`config.mk`:
```
export PLATFORM = sky130hd
export DESIGN_NAME = ovl_fire_collector
export DESIGN_NICKNAME = d
export VERILOG_FILES = /design/src/rtl/ovl_fire_collector.sv
export SDC_FILE = /design/constraint.sdc
export NUM_CORES = 1
export LEC_CHECK = 0
export ABC_AREA = 1
export BUFFER_PORTS_ARGS = -buffer_cell sky130_fd_sc_hd__buf_2
export CORE_UTILIZATION = 40
export DETAILED_ROUTE_END_ITERATION = 6
export PLACE_DENSITY_LB_ADDON = 0.05
export SLEW_MARGIN = 25
export SYNTH_ARGS = -nofsm -noshare
export SYNTH_HDL_FRONTEND = slang
export SYNTH_SLANG_ARGS = --single-unit
```
`constraint.sdc`:
```
create_clock -name clk -period 2.5 [get_ports clk]
set_input_delay 0.5 -clock clk [delete_from_list [all_inputs] [get_ports clk]]
set_output_delay 0.5 -clock clk [all_outputs]
set_load 0.02 [all_outputs]
```
`src/rtl/ovl_fire_collector.sv`:
```
// ovl_fire_collector: captures OVL checker fires into sticky flags and saturating counters,
// and reports pending checkers to the host lowest-index first over a req/ack handshake.
module ovl_fire_collector #(
  parameter int NUM_CHK = 8,
  parameter int ID_W    = 3,
  parameter int CNT_W   = 8
) (
  input  logic               clk,
  input  logic               rst_n,
  input  logic               enable,
  input  logic [NUM_CHK-1:0] fire,
  input  logic [NUM_CHK-1:0] mask,
  input  logic               clr,
  output logic               irq_req,
  output logic [ID_W-1:0]    irq_id,
  input  logic               irq_ack,
  output logic [NUM_CHK-1:0] pending,
  output logic               overflow,
  input  logic [ID_W-1:0]    count_sel,
  output logic [CNT_W-1:0]   count_out
);
  typedef enum logic [1:0] {IDLE, REQ, DROP} state_e;
  state_e             state_q;
  logic [NUM_CHK-1:0] pending_q, pending_d, q, ack_vec;
  logic               overflow_q, overflow_d, irq_req_q;
  logic [ID_W-1:0]    irq_id_q, low_id;
  logic [CNT_W-1:0]   cnt_q [NUM_CHK];
  always_comb begin
    q          = fire & ~mask & {NUM_CHK{enable}};
    ack_vec    = (state_q == REQ && irq_ack) ? NUM_CHK'(1) << irq_id_q : '0;
    // a fire on the checker being acknowledged re-arms it rather than overflowing
    pending_d  = (pending_q & ~ack_vec) | q;
    overflow_d = overflow_q | (|(q & pending_q & ~ack_vec));
    low_id     = '0;
    for (int i = NUM_CHK - 1; i >= 0; i--)
      if (pending_q[i]) low_id = ID_W'(i);
  end
  always_ff @(posedge clk or negedge rst_n) begin
    if (!rst_n) begin
      state_q    <= IDLE;
      pending_q  <= '0;
      overflow_q <= 1'b0;
      irq_req_q  <= 1'b0;
      irq_id_q   <= '0;
      for (int i = 0; i < NUM_CHK; i++) cnt_q[i] <= '0;
    end else if (clr) begin
      state_q    <= IDLE;
      pending_q  <= '0;
      overflow_q <= 1'b0;
      irq_req_q  <= 1'b0;
      irq_id_q   <= '0;
      for (int i = 0; i < NUM_CHK; i++) cnt_q[i] <= '0;
    end else begin
      pending_q  <= pending_d;
      overflow_q <= overflow_d;
      for (int i = 0; i < NUM_CHK; i++)
        if (q[i] && cnt_q[i] != '1) cnt_q[i] <= cnt_q[i] + 1'b1;
      case (state_q)
        IDLE: if (|pending_q) begin
          irq_id_q  <= low_id;
          irq_req_q <= 1'b1;
          state_q   <= REQ;
        end
        REQ: if (irq_ack) begin
          irq_req_q <= 1'b0;
          state_q   <= DROP;
        end
        DROP: if (!irq_ack) state_q <= IDLE;
        default: state_q <= IDLE;
      endcase
    end
  end
  assign irq_req   = irq_req_q;
  assign irq_id    = irq_id_q;
  assign pending   = pending_q;
  assign overflow  = overflow_q;
  assign count_out = (32'(count_sel) < NUM_CHK) ? cnt_q[count_sel] : '0;
endmodule

```
==> results.json, run 1 <==
{
  "crit_fanout": 16,
  "yosys_warnings": 0,
  "routed_wl_um": 14100,
  "power.density_nw_per_um2": 542,
  "via_per_inst": 5.28,
  "cp-start-kind": "input pin",
  "irDropWorstVdd_uv": 240,
  "die_width_um": 116,
  "fin_cells": 941,
  "grt_pass1_vias": 4529,
  "fmax_mhz": 431,
  "status": "finished, violations left",
  "pin_count": 45,
  "antenna_left": 0,
  "core-area_um2": 12700,
  "synth-main-ff-cell": "dfrtp_1",
  "io_buffers": 44,
  "synth_top_family_by_area": "simple AND/OR/NAND/NOR gates",
  "antenna_found_initial": 0,
  "clockBufferDepth": 2,
  "grt_max_degree": 43,
  "async_flop_share_pct": 100,
  "dp_hpwl_um": 10700,
  "required_ns": 2.00,
  "gp_congestion": 0.844,
  "seqCellArea_um2": 1980,
  "finalClockSkew_ns": 0.00425,
  "synthTopCellsByArea": "dfrtp_1 38%, nand2_1 12%, nand3_1 6.7%",
  "clkTransAtPathRegs_ns": 0.06,
  "fill_cells": 1286,
  "ctsResizeCount": 0,
  "pre_cts_slack_ns": 0.284,
  "r2r_slack_ns": 0.81,
  "ctsHtreeMaxLevel": 3,
  "synth_edf_count": 0,
  "synth_fa_ha_area_share_pct": 1.92,
  "tightest_slew_ns": 0.557,
  "post-cts-setup-buffers": 0,
  "drc_errors": 1,
  "syn-num-nets": 762,
  "end_kind": "primary output",
  "grt_pass1_wl_um": 23000,
  "numCtsBuffers": 9,
  "initial_core_util_pct": 41.2,
  "worstPathArrival_ns": 1.82,
  "fp-row-count": 41,
  "n_antenna_cell": 0,
  "syn_to_final_growth_pct": 12.0,
  "synthSimpleGateAreaFrac_pct": 33.2,
  "period_needed_ns": 2.32,
  "grt_overflow_total": 0,
  "syn-cell-area_um2": 5220,
  "fin_ws_ns": 0.181,
  "synth_top_area_cell": "dfrtp_1",
  "yosysSeqAreaShare_pct": 37.9,
  "netlist-cell-type-count": 33,
  "synth-compound-area-share_pct": 17.4,
  "r2r-start": "cnt_q[9]",
  "dpl_cell_area_um2": 5550,
  "hold_buffers": 0,
  "cts_num_sinks": 79,
  "synthCells": 730,
  "avgRoutedWirePerCell_um": 15.0,
  "clk_latency_ns": 0.34,
  "tns_ns": 0,
  "dieArea_um2": 13500,
  "fin_nets": 798,
  "cts_root_buf": "clkbuf_16",
  "ff2ff_path_depth": 6,
  "placed_cells": 927,
  "hold_path_class": "in -> async",
  "ys_ff_latch": 79,
  "drive_gt1_share_pct": 16.1,
  "postLayoutCellArea_um2": 5840,
  "synthMuxAreaShare_pct": 0,
  "synth_xor_area_share_pct": 0.672,
  "fp.dieH_um": 116,
  "final_max_slew_viol_count": 0,
  "setup_viol": 0,
  "final_hold_viol_count": 0,
  "grt.total_usage_pct": 22.6,
  "power.leakage_nw": 2.55,
  "max_slew_margin_pct": 62.9,
  "violations": "DRC",
  "tritoncts": "done",
  "drt_iter0_drc": 342,
  "synth_top_area_share_pct": 37.9,
  "rsz0062_at_grt": "false",
  "maxCapViolations": 0,
  "fin_util_pct": 46.1,
  "first_pass_iters": 7,
  "criticalPathCategory": "in -> out",
  "syn_avg_cell_area_um2": 7.15,
  "timing.rr.end": "cnt_q[13]",
  "vias": 4967,
  "period_share_pct": 92.8,
  "multiInputGateArea_um2": 2770
}
[cell usage after synthesis (6+ instances only)]
master	n
a21oi_1	36
a21oi_2	6
a31oi_1	8
buf_2	8
buf_6	7
clkbuf_1	8
dfrtp_1	79
ha_1	8
inv_1	73
nand2_1	169
nand3_1	70
nand3b_1	9
nand4_1	26
nor2_1	65
nor2_2	9
nor3_1	12
nor3_2	6
o21ai_0	68
o21ai_1	12
o21ai_2	20
or2_2	6
[worst max path at each step]
stage	startpoint	end	slack, ns	cells after the start
after floorplan	count_sel[1]	count_out[2]	0.45	7
after CTS	count_sel[1]	count_out[2]	0.27	7
after global placement	count_sel[1]	count_out[2]	0.31	7
after global routing	count_sel[1]	count_out[1]	0.13	7
final	count_sel[1]	count_out[1]	0.18	7
after detailed placement	count_sel[1]	count_out[2]	0.28	7
[kinds of logic (layout without fill, tap and decap cells)]
logic type	count (synthesis)	count (layout)
flops	79	79
buf+inv	104	143
fa+ha+maj	8	8
simple gates	378	378
compound gates	157	157
xor+xnor	4	4
[layer usage]
metal  up-vias  routed length [um]  global-route usage, %
met5         -                   0                      0
met1      2321                6740                   29.6
met3        21                 531                   4.88
met2       115                6480                   36.2
li1       2510                   -                      -
met4         0                 345                   9.06
[power breakdown]
part | switching, mW | total (mW) | internal [mW]
logic | 0.326 | 0.467 | 0.141
registers | 0.0572 | 1.38 | 1.33
clock network | 0.530 | 1.32 | 0.786
total | 0.913 | 3.17 | 2.25
[sequential cells by signal, indices dropped and copies added, names as in the netlist]
name / flops
cnt_q: 64
state_q: 2
pending: 8
irq_req: 1
irq_id: 3
overflow: 1
[cells in the final DEF, fill, tap and decap left out, types with 2 or more instances in the layout]
cell / n
inv_1: 72
nand4_1: 26
a21oi_2: 6
a31oi_1: 8
xor2_1: 2
nand2_1: 169
o21ai_2: 20
nor2_4: 4
buf_2: 43
nand2_2: 2
a21oi_1: 36
clkinv_2: 2
o21ai_0: 68
inv_2: 4
nand3_1: 70
ha_1: 8
clkbuf_16: 9
nor2_2: 9
nor3_2: 6
nor3_1: 12
o21ai_1: 12
o21bai_1: 2
nand3b_1: 9
or2_2: 6
buf_4: 9
xnor2_1: 2
dfrtp_1: 79
o22ai_1: 3
nor2_1: 65
[stage by stage]
step | hold slack (ns) | power (mW)
floorplan | 0.204 | 1.71
global placement | 0.457 | 1.87
detailed placement | 0.466 | 1.88
CTS | 0.137 | 3.22
global route | 0.163 | 3.33
finish | 0.124 | 3.17
[worst max-delay path: stages]
cell	delay [ns]
buf_2	0.13
inv_1	0.34
o21ai_0	0.18
o22ai_1	0.15
nor2_1	0.06
a31oi_1	0.25
buf_2	0.22
[layout make-up]
cell class | instances | share of cell area (%)
Tap cell | 172 | 3.68
Timing Repair Buffer | 53 | 5.18
Inverter | 76 | 4.88
Multi-Input combinational cell | 547 | 47.5
Clock inverter | 4 | 0.814
Clock buffer | 10 | 4.09
Sequential cell | 79 | 33.8
Power figures use the tool's default switching activity.
==> run 2, diff against run 1 <==
PLACE_DENSITY = 0.53   (was not set)
PLACE_DENSITY_LB_ADDON = not set   (was 0.05)
==> results.json, run 2 (same netlist as run 1, synthesis figures left out) <==
{
  "rsz0062_at_grt": "false",
  "period_share_pct": 91.6,
  "fin_util_pct": 46.0,
  "cts_num_sinks": 79,
  "n_antenna_cell": 0,
  "initial_core_util_pct": 41.2,
  "irDropWorstVdd_uv": 305,
  "first_pass_iters": 5,
  "finalClockSkew_ns": 0.0102,
  "regMostFlops": "cnt_q",
  "power.density_nw_per_um2": 544,
  "dp_hpwl_um": 10700,
  "total_power_mw": 3.17,
  "crit_fanout": 32,
  "grt_max_degree": 43,
  "drc_errors": 0,
  "numCtsBuffers": 9,
  "r2r-start": "cnt_q[8]",
  "grt_pass1_wl_um": 23300,
  "final_hold_viol_count": 0,
  "period_needed_ns": 2.29,
  "via_per_inst": 5.35,
  "core-area_um2": 12700,
  "routed_wl_um": 14200,
  "grt_overflow_total": 0,
  "final_max_slew_viol_count": 0,
  "tightest_slew_ns": 0.543,
  "swShare_pct": 29.5,
  "maxCapViolations": 0,
  "tritoncts": "done",
  "fmax_mhz": 437,
  "cp-start-kind": "input pin",
  "status": "finished, final reports clean",
  "crit_start": "count_sel[0]",
  "gp_congestion": 0.839,
  "ctsHtreeMaxLevel": 3,
  "grt.total_usage_pct": 22.6,
  "required_ns": 2.00,
  "dieArea_um2": 13500,
  "clockBufferDepth": 2,
  "syn_to_final_growth_pct": 11.8,
  "clkTransAtPathRegs_ns": 0.07,
  "fp.dieH_um": 116,
  "end_kind": "primary output",
  "drive_gt1_share_pct": 15.9,
  "internal_power_mw": 2.24,
  "drt_iter0_drc": 329,
  "hold_path_class": "in -> async",
  "grt_pass1_vias": 4651,
  "layout_commonest_cell": "nand2_1",
  "hold_buffers": 0,
  "p_switching_mw": 0.935,
  "avgRoutedWirePerCell_um": 15.1,
  "antenna_left": 0,
  "fin_nets": 796,
  "fp-row-count": 41,
  "worstPathArrival_ns": 1.79,
  "seq_power_share_pct": 43.5,
  "power_frac_clock_pct": 41.8,
  "cts_root_buf": "clkbuf_16",
  "vias": 5030,
  "clk_latency_ns": 0.34,
  "final_cell_mix": "169 x nand2_1, 79 x dfrtp_1, 72 x inv_1, 70 x nand3_1, 68 x o21ai_0",
  "combPwrFrac_pct": 14.7,
  "criticalPathCategory": "in -> out",
  "ctsResizeCount": 0,
  "post-cts-setup-buffers": 0,
  "power.leakage_nw": 2.54,
  "setup_viol": 0,
  "max_slew_margin_pct": 63.8,
  "die_width_um": 116,
  "largest_reg_flops": 64,
  "io_buffers": 44,
  "pin_count": 45,
  "antenna_found_initial": 0,
  "placed_cells": 925,
  "fin_cells": 941,
  "tns_ns": 0
}
## run 2: cell types whose count changed in the layout (fill, tap and decap cells not counted), sizes merged
cell,previous run,this run
clkbuf,10,11
clkinvlp,1,2
buf,53,51
## run 2: critical path: stages
cell     delay, ns
buf_2         0.18
inv_2         0.35
o21ai_0       0.16
o22ai_1       0.14
nor2_1        0.06
a31oi_1       0.19
buf_2         0.20
## run 2: through the flow
stage,setup WS [ns],hold WS [ns],cell area [um2]
6_report,0.210,0.127,5830
3_5_place_dp,0.220,0.459,5540
2_1_floorplan,0.453,0.204,5220
4_1_cts,0.216,0.152,5830
3_3_place_gp,0.267,0.451,5540
5_1_grt,0.0398,0.180,5830
## run 2: final timing paths
check | endpoint | slack [ns] | depth (start not counted)
worst min register to register | irq_req | 0.47 | 2
worst max-delay path | count_out[2] | 0.21 | 7
worst min-delay path | state_q[1] | 0.13 | 1
worst max register to register | cnt_q[13] | 0.80 | 6
max in group asynchronous | pending[3] | 1.74 | 2
min in group clk | irq_req | 0.47 | 2
## run 2: per-layer routing
| metal | vias up | GRT usage [%] | part of all wire [%] |
|---|---|---|---|
| met5 | - | 0 | 0 |
| met4 | 0 | 11.6 | 3.3 |
| li1 | 2514 | - | - |
| met3 | 34 | 3.53 | 4.4 |
| met1 | 2333 | 30.4 | 48 |
| met2 | 149 | 35.2 | 45 |
## run 2: power groups by stage
| stage | Clock [mW] | Combinational [mW] | Sequential, mW |
|---|---|---|---|
| 2_1_floorplan | 0 | 0.290 | 1.42 |
| 3_3_place_gp | 0 | 0.464 | 1.40 |
| 3_5_place_dp | 0 | 0.470 | 1.40 |
| 4_1_cts | 1.36 | 0.472 | 1.38 |
| 5_1_grt | 1.41 | 0.524 | 1.39 |
| 6_report | 1.33 | 0.467 | 1.38 |
## run 2: cell type report
type	instances	area, um2
Clock buffer	11	233
Timing Repair Buffer	51	288
Clock inverter	5	58.8
Multi-Input combinational cell	547	2770
Sequential cell	79	1980
Tap cell	172	215
Fill cell	1323	6840
Inverter	76	285
